## config.mk

```make
export PLATFORM = sky130hd
export DESIGN_NAME = write_back_stage
export DESIGN_NICKNAME = d
export VERILOG_FILES = /design/src/rtl/wb_pkg.sv /design/src/rtl/wb_entry_reg.sv /design/src/rtl/write_back_stage.sv
export SDC_FILE = /design/constraint.sdc
export NUM_CORES = 1
export LEC_CHECK = 0
export CELL_PAD_IN_SITES_DETAIL_PLACEMENT = 0
export CELL_PAD_IN_SITES_GLOBAL_PLACEMENT = 1
export CORE_MARGIN = 10
export CORE_UTILIZATION = 39
export CTS_BUF_LIST = sky130_fd_sc_hd__clkbuf_8
export CTS_CLUSTER_DIAMETER = 60
export DETAILED_ROUTE_END_ITERATION = 16
export PLACE_DENSITY = 0.78
export SYNTH_ARGS = -nofsm -noshare
export SYNTH_HDL_FRONTEND = slang
export SYNTH_SLANG_ARGS = --single-unit
```

## constraint.sdc

```tcl
create_clock -name Clock -period 2.2 [get_ports Clock]
set_input_delay 0.44 -clock Clock [delete_from_list [all_inputs] [get_ports Clock]]
set_output_delay 0.44 -clock Clock [all_outputs]
set_load 0.01 [all_outputs]
```

## src/rtl/wb_pkg.sv

```systemverilog
// Shared definitions for the write-back stage: FIFO state encoding and default widths.
package wb_pkg;

    typedef enum logic [1:0] {
        EMPTY = 2'd0,
        ONE   = 2'd1,
        FULL  = 2'd2
    } wb_state_t;

    localparam int DATA_W_DEF = 16;
    localparam int ADDR_W_DEF = 8;

endpackage

```

## src/rtl/wb_entry_reg.sv

```systemverilog
// One write-back FIFO entry: a loadable address/data register pair, cleared on reset.
module wb_entry_reg
    import wb_pkg::*;
#(
    parameter int DATA_W = DATA_W_DEF,
    parameter int ADDR_W = ADDR_W_DEF
) (
    input  logic              clk,
    input  logic              rst,
    input  logic              load,
    input  logic [ADDR_W-1:0] next_add,
    input  logic [DATA_W-1:0] next_data,
    output logic [ADDR_W-1:0] add,
    output logic [DATA_W-1:0] data
);

    logic [ADDR_W-1:0] add_reg;
    logic [DATA_W-1:0] data_reg;

    always_ff @(posedge clk or posedge rst) begin
        if (rst) begin
            add_reg  <= '0;
            data_reg <= '0;
        end else if (load) begin
            add_reg  <= next_add;
            data_reg <= next_data;
        end
    end

    assign add  = add_reg;
    assign data = data_reg;

endmodule

```

## src/rtl/write_back_stage.sv

```systemverilog
// Write-back stage: 2-entry result FIFO feeding the register file and the RAW forwarding unit.
// Optional feature: define WB_COMMIT_COUNT_EN to add the 16-bit oCommitCount output.
module write_back_stage
    import wb_pkg::*;
#(
    parameter int DATA_W = DATA_W_DEF,
    parameter int ADDR_W = ADDR_W_DEF
) (
    input  logic              Clock,
    input  logic              Reset,
    input  logic              iValid,
    output logic              oReady,
    input  logic              iWriteEnable,
    input  logic [ADDR_W-1:0] iResult_Add,
    input  logic [DATA_W-1:0] iResult_Data,
    output logic              oResult_Valid,
    output logic [ADDR_W-1:0] oResult_Add,
    output logic [DATA_W-1:0] oResult_Data,
    output logic              oRF_WE,
    output logic [ADDR_W-1:0] oRF_Add,
    output logic [DATA_W-1:0] oRF_Data,
    input  logic              iRF_Ack
`ifdef WB_COMMIT_COUNT_EN
    ,
    output logic [15:0]       oCommitCount
`endif
);

    wb_state_t state_reg, state_next;

    // Slot 0 always holds the oldest entry; slot 1 is used only in FULL.
    logic [ADDR_W-1:0] entry_add       [2];
    logic [DATA_W-1:0] entry_data      [2];
    logic [ADDR_W-1:0] entry_next_add  [2];
    logic [DATA_W-1:0] entry_next_data [2];
    logic              entry_load      [2];

    logic store;
    logic pop;
    logic not_empty;
    logic newest_idx;

    assign not_empty = (state_reg != EMPTY);
    assign oReady    = (state_reg != FULL);
    assign store     = iValid && oReady && iWriteEnable;
    assign pop       = not_empty && iRF_Ack;

    always_ff @(posedge Clock or posedge Reset) begin
        if (Reset) state_reg <= EMPTY;
        else       state_reg <= state_next;
    end

    always_comb begin
        state_next         = state_reg;
        entry_load[0]      = 1'b0;
        entry_load[1]      = 1'b0;
        entry_next_add[0]  = iResult_Add;
        entry_next_data[0] = iResult_Data;
        entry_next_add[1]  = iResult_Add;
        entry_next_data[1] = iResult_Data;
        case (state_reg)
            EMPTY: begin
                if (store) begin
                    entry_load[0] = 1'b1;
                    state_next    = ONE;
                end
            end
            ONE: begin
                if (store && pop) begin
                    entry_load[0] = 1'b1;
                end else if (store) begin
                    entry_load[1] = 1'b1;
                    state_next    = FULL;
                end else if (pop) begin
                    state_next    = EMPTY;
                end
            end
            FULL: begin
                if (pop) begin
                    entry_load[0]      = 1'b1;
                    entry_next_add[0]  = entry_add[1];
                    entry_next_data[0] = entry_data[1];
                    state_next         = ONE;
                end
            end
            default: state_next = EMPTY;
        endcase
    end

    genvar gi;
    generate
        for (gi = 0; gi < 2; gi++) begin : g_entry
            wb_entry_reg #(
                .DATA_W (DATA_W),
                .ADDR_W (ADDR_W)
            ) u_entry (
                .clk       (Clock),
                .rst       (Reset),
                .load      (entry_load[gi]),
                .next_add  (entry_next_add[gi]),
                .next_data (entry_next_data[gi]),
                .add       (entry_add[gi]),
                .data      (entry_data[gi])
            );
        end
    endgenerate

    assign newest_idx    = (state_reg == FULL);
    assign oRF_WE        = not_empty;
    assign oResult_Valid = not_empty;
    assign oRF_Add       = not_empty ? entry_add[0]  : '0;
    assign oRF_Data      = not_empty ? entry_data[0] : '0;
    assign oResult_Add   = not_empty ? entry_add[newest_idx]  : '0;
    assign oResult_Data  = not_empty ? entry_data[newest_idx] : '0;

`ifdef WB_COMMIT_COUNT_EN
    logic [15:0] commit_count_reg;

    always_ff @(posedge Clock or posedge Reset) begin
        if (Reset)    commit_count_reg <= '0;
        else if (pop) commit_count_reg <= commit_count_reg + 16'd1;
    end

    assign oCommitCount = commit_count_reg;
`endif

endmodule

```

==> results of run 1 <==
-- logic make-up after synthesis --
kind of cell,after synthesis,synth area share
DFF,50,0.443
buffers and inverters,18,0.0430
AOI/OAI and AO/OA,28,0.0868
muxes,73,0.344
and+or+nand+nor,35,0.0833
-- stage by stage --
stage	setup TNS (ns)	instance area [um^2]	hold WS, ns	util	power, mW
4_1_cts	0	3820	0.508	0.553	3.26
2_1_floorplan	0	2820	0.481	-	2.23
5_1_grt	-0.199	3800	0.544	0.551	3.41
3_5_place_dp	-3.58	3750	0.502	0.544	2.86
6_report	0	3800	0.504	0.551	3.21
3_3_place_gp	-3.86	3750	0.489	0.544	2.83
-- layer usage --
| metal | wire length [um] | global-route usage |
|---|---|---|
| met1 | 3160 | 0.154 |
| met2 | 3410 | 0.208 |
| met3 | 303 | 0.0313 |
| met4 | 56 | 0.0353 |
| met5 | 0 | 0 |
-- cells in the mapped netlist --
master / number
o31ai_4: 1
mux2_1: 4
dfrtp_1: 50
nand3b_4: 1
nor2b_1: 25
o21ai_0: 2
nor2_1: 1
clkbuf_1: 5
mux2_2: 28
nor3b_4: 1
a22o_1: 22
inv_1: 3
nor2b_4: 1
o21bai_1: 1
buf_6: 6
mux2_4: 40
o21a_1: 1
nand2_1: 6
mux2i_1: 1
buf_2: 1
buf_4: 2
buf_1: 1
o22ai_1: 1
-- worst max-delay path: cells and delay by family, from the launching register on --
family / cells / cell delay, ns
buf+inv: 2 / 0.44
flops: 1 / 0.43
simple gates: 1 / 0.55
-- path summary, 6_finish.rpt --
path	start	endpoint	cells after the start
setup reg to reg	state_reg[0]	g_entry[1].u_entry.data[11]	5
hold / removal	Reset	g_entry[0].u_entry.data[7]	2
min in group Clock	g_entry[1].u_entry.data[0]	g_entry[1].u_entry.data[0]	1
hold reg to reg	g_entry[1].u_entry.data[0]	g_entry[1].u_entry.data[0]	1
setup / recovery	state_reg[1]	oResult_Valid	3
max in group asynchronous	Reset	g_entry[0].u_entry.add[4]	3
-- what timing repair did --
action	in CTS	in global routing
resized for setup	61	40
setup endpoints to repair	51	42
setup buffers	0	1
gates cloned	1	0
-- power by group --
part | internal [mW] | leakage (nW) | total [mW] | switching (mW)
logic | 0.753 | 1.18 | 1.24 | 0.482
registers | 1.23 | 0.598 | 1.47 | 0.239
clock network | 0.214 | 0.0414 | 0.507 | 0.293
-- final cells by class --
class | instances | area share
Tap cell | 96 | 0.0316
Multi-Input combinational cell | 136 | 0.386
Sequential cell | 50 | 0.329
Clock inverter | 2 | 0.00296
Timing Repair Buffer | 91 | 0.230
Clock buffer | 5 | 0.0181
Inverter | 3 | 0.00296
==> impl_metrics.csv, run 1 <==
group,metric,value,unit
placed_design,gp_routability_congestion,0.743,
die,core_area,6910,um^2
synth,syn-instance-count,204,
die,design.die.area,11000,um^2
route,drc,0,
finish,final_layout_size_suffix_gt1_frac,0.369,
die,die_y,105,um
timing,clock_skew,0.00912,ns
timing,relSlewSlack,0.564,
die,floorplan.die.width,105,um
timing,finalCritPeriodShare,0.985,
setup_path,timing.setup.critical_path_class,"reg -> out",
finish,leading_cell_type_in_the_layout_fill_and_taps_excluded,"dfrtp_1",
route,vias,1881,
synth,yosys-top-cells-area,"dfrtp_1 (44%), mux2_4 (21%), mux2_2 (11%)",
route,detail_route.vias_per_cell,4.91,
finish,num-nets-final,316,
global_route,overflow,0,
global_route,grt_start_max_net_pins,31,
clock_network,cts_hold_buf,0,
die,io-pin-count,80,
timing,timing.fmax,0.461,GHz
worst_hold_path,worstHoldPathType,"in -> async",
finish,layout.cells.most_common_list,"dfrtp_1 (49), mux2_4 (40), mux2_2 (28), clkdlybuf4s50_1 (28)",
clock_network,clock_sink_count,50,
global_route,antenna_violations_before_repair,0,
placed_design,dp_cells,374,
placed_design,dp.final_hpwl,4.79,mm
placed_design,preCtsSetupSlack,-0.218,ns
placed_design,count_of_input_and_output_buffers,79,
finish,number_of_antenna_diodes,0,
power_and_ir_drop,leakage,1.82,nW
route,1st_iter_drt_viols,54,
setup_path,timing.critical_path.fanout_max,25,
finish,stdcell_count,383,
global_route,grt_pass1_vias,2030,
synth,yosys.cell_types.count,23,
setup_path,cp-start-kind,"register",
flow_run,cap_violations,0,
finish,fill_cells,621,
setup_path,end_kind,"output pin",
timing,transition_time_at_the_pin_with_the_least_slew_margin,0.652,ns
clock_network,cts-htree-levels,2,
clock_network,clk_pin_slew_worst_paths,0.09,ns
setup_path,rrSetupSlack,0.38,ns
global_route,grt_use_total,0.124,
timing,count_of_pins_over_their_slew_limit,0,
clock_network,cts-buffers-inserted,5,
timing,hold_viol,0,
timing,finalWorstSetupSlack,0.0320,ns
timing,min_period,2.17,ns
status,status,"finished clean",
synth,yosysTopAreaCell,"dfrtp_1",
clock_network,worst_skew_pair.late_latency,0.30,ns
synth,postSynthRegisterBits,50,
setup_path,cp_data_required_time,1.76,ns
synth,post_synth.cell_area_avg,13.8,um^2
global_route,first_pass_grt_wire_length,11.1,mm
clock_network,clockBufferDepth,2,
synth,fraction_of_the_yosys_area_taken_by_sequential_cells,0.443,
setup_path,sequence_of_cells_on_the_critical_path,"nor2_4, inv_1, dlygate4sd2_1",
timing,grt_setup_unrepaired,"yes",
finish,largest_register_ffs,32,
die,rows,30,
synth,yosysTopAreaCellShare,0.443,
setup_path,cp_slowest_cell,"nor2_4",
timing,report.final.setup_viol,0,
synth,synthesis.area,2820,um^2
setup_path,critical_path_arrival,1.73,ns
power_and_ir_drop,power_per_cell_area,844,nW/um^2
finish,area_growth_syn_to_layout,34.7,%
route,detail-route-antenna-nets,0,
power_and_ir_drop,peakVddDrop,0.371,mV
clock_network,clk_root_buffer_cell,"clkbuf_8",
clock_network,cts_tree,"done",
route,routed_wl,6.94,mm
finish,combined_area_of_the_multi_input_logic_cells,1470,um^2
route,drt-pass1-iter-count,4,
setup_path,cpPeakStageDelay,0.55,ns
finish,sequential_cell_area,1250,um^2
synth,synthesis.yosys.warnings,0,
die,initial_utilization,0.409,
route,post_drt_wl_per_cell,18.1,um
synth,mappedNetlistNets,233,
(Power assumes the default switching activity.)
==> run 2, diff against run 1 <==
Settings changed: CORE_UTILIZATION 39 to 40, PLACE_DENSITY 0.78 to 0.79, SYNTH_HIERARCHICAL set to 1.
==> impl_metrics.csv, run 2 <==
group,metric,value,unit
status,status,"finished clean",
setup_path,critical_path_arrival,1.64,ns
route,detail-route-antenna-nets,0,
power_and_ir_drop,totalPowerFinal,3.43,mW
power_and_ir_drop,leakage,1.94,nW
route,detail_route.wirelength.met1,3.11,mm
setup_path,cp-start-kind,"register",
setup_path,timing.critical_path.fanout_max,16,
die,rows,31,
setup_path,r2r_cells,6,
finish,leading_cell_type_in_the_layout_fill_and_taps_excluded,"mux2_4",
global_route,antenna_violations_before_repair,0,
synth,most_frequently_used_flop_master_after_synthesis,"dfrtp_1",
timing,count_of_pins_over_their_slew_limit,0,
synth,postSynthRegisterBits,50,
timing,min_period,2.08,ns
synth,synth-async-reset-ratio,1.00,
timing,final_hold_slack,0.333,ns
setup_path,cp_slowest_cell,"dfrtp_1",
synth,post_synth.cell_area_avg,14.3,um^2
finish,area_growth_syn_to_layout,34.4,%
synth,synthesis.yosys.warnings,6,
setup_path,end_kind,"output pin",
placed_design,placedInstanceArea,3850,um^2
timing,clock_skew,0.00877,ns
setup_path,critical_path_buf_inv_count,2,
finish,num-nets-final,317,
die,initial_utilization,0.407,
timing,finalSetupTns,0,ns
timing,relSlewSlack,0.675,
clock_network,clk_root_buffer_cell,"clkbuf_8",
die,die_y,106,um
finish,largest_register_ffs,32,
finish,post-route-cell-area,3930,um^2
setup_path,worstSetupPathDepth,4,
die,design.die.area,11100,um^2
placed_design,dp.final_hpwl,5.14,mm
route,post_drt_wl_per_cell,18.3,um
setup_path,critPathTopFamily,"buffers and inverters",
timing,report.final.setup_viol,0,
route,routed_wl,7.09,mm
setup_path,sequence_of_cells_on_the_critical_path,"and2b_2, buf_12, a22o_1, dlygate4sd2_1",
die,io-pin-count,80,
synth,mappedNetlistNets,234,
route,drt-pass1-iter-count,3,
synth,edff_count_synth,0,
clock_network,post_cts_resized,57,
finish,finalCoreUtilization,0.548,
worst_hold_path,worstHoldPathType,"in -> async",
synth,fraction_of_the_yosys_area_taken_by_sequential_cells,0.428,
clock_network,cts-htree-levels,2,
finish,number_of_antenna_diodes,0,
power_and_ir_drop,power_per_cell_area,873,nW/um^2
global_route,overflow,0,
clock_network,worst_skew_pair.late_latency,0.30,ns
timing,grt_setup_unrepaired,"no",
power_and_ir_drop,peakVddDrop,0.319,mV
synth,yosys-top-cells-area,"dfrtp_1 (43%), mux2_4 (30%), a22o_1 (7.2%)",
synth,synthMostInstantiatedCell,"mux2_4",
timing,finalCritPeriodShare,0.946,
route,routed-wl-met3,280,um
global_route,grt_pass1_vias,2098,
finish,layout.cells.most_common_list,"mux2_4 (59), dfrtp_1 (50), dlygate4sd2_1 (50)",
placed_design,count_of_input_and_output_buffers,79,
placed_design,gp_routability_congestion,0.727,
synth,yosys.cell_types.count,23,
setup_path,crit_path_start,"state_reg[0]",
route,detail_route.vias_per_cell,4.85,
global_route,grt_start_max_net_pins,26,
setup_path,timing.rr.start,"state_reg[0]",
synth,synthesis.area,2920,um^2
flow_run,cap_violations,0,
clock_network,cts_hold_buf,0,
global_route,first_pass_grt_wire_length,11.4,mm
route,vias,1880,
route,1st_iter_drt_viols,61,
synth,yosysTopAreaCellShare,0.428,
finish,fill_cells,635,
clock_network,clk_pin_slew_worst_paths,0.09,ns
clock_network,cts-buffers-inserted,5,
timing,transition_time_at_the_pin_with_the_least_slew_margin,0.486,ns
timing,hold_viol,0,
die,floorplan.die.width,106,um
setup_path,cpPeakStageDelay,0.40,ns
global_route,grt_use_total,0.126,
die,core_area,7180,um^2
synth,synth.top_cells.by_count,"mux2_4 (59), dfrtp_1 (50), nor2b_1 (25)",
synth,syn-instance-count,205,
clock_network,cts_tree,"done",
route,route.top_layer_used,"met4",
setup_path,cp_data_required_time,1.76,ns
clock_network,number_of_setup_buffers_added_after_cts,0,
route,drc,0,
synth,yosysTopAreaCell,"dfrtp_1",
route,met2WireLength,3.60,mm
setup_path,timing.setup.critical_path_class,"reg -> out",
finish,final_layout_size_suffix_gt1_frac,0.343,
timing,timing.fmax,0.481,GHz
clock_network,clock_sink_count,50,
clock_network,clockBufferDepth,2,
==> run 2: cell count changes in the layout (fill, tap and decap cells not counted), sizes merged, moves of 2 or more <==
cell | before | now
nand2 | 6 | 3
buf | 12 | 14
o21ai | 2 | 0
a22o | 22 | 24
clkdlybuf4s15 | 13 | 0
clkinv | 0 | 2
clkbuf | 17 | 5
dlygate4sd2 | 24 | 50
==> run 2: final timing paths <==
check,to,slack [ns]
max,oResult_Data[15],0.12
min in group Clock,g_entry[0].u_entry/data[5],0.53
min reg2reg,g_entry[0].u_entry/data[5],0.53
min,state_reg[0],0.33
max in group asynchronous,g_entry[0].u_entry/add[4],1.14
max reg2reg,g_entry[0].u_entry/add[7],0.33
==> run 2: where the power goes <==
| group | internal, mW | switching [mW] |
|---|---|---|
| Sequential | 1.22 | 0.253 |
| Clock | 0.335 | 0.305 |
| Combinational | 0.837 | 0.478 |
| Total | 2.40 | 1.04 |
==> run 2: final cells by class <==
cell class | count | area [um^2] | share of cell area
multi-input combinational | 133 | 1500 | 0.383
inverter | 5 | 18.8 | 0.00478
tap | 99 | 124 | 0.0315
timing repair buffer | 93 | 922 | 0.235
clock buffer | 5 | 68.8 | 0.0175
sequential | 50 | 1250 | 0.318
clock inverter | 3 | 40.0 | 0.0102
==> run 2: layer usage <==
metal | up-vias | GRT usage
li1 | 896 | -
met1 | 938 | 0.152
met3 | 7 | 0.0280
met2 | 39 | 0.219
met5 | - | 0
met4 | 0 | 0.0358
==> run 2: cell families (layout without fill, tap and decap cells) <==
logic type	after synthesis	in the layout	synth area share
mux	73	73	0.356
flops	50	50	0.428
simple gates	32	32	0.0693
compound gates	28	28	0.0809
buf+inv	22	106	0.0655
==> run 2: metrics by stage <==
step                      worst slack [ns]  std cells
final                                0.119        388
after global routing                0.0642        388
after CTS                           0.0127        388
after detailed placement            0.0217        380
after global placement              0.0710        380
after floorplan                      0.363        205
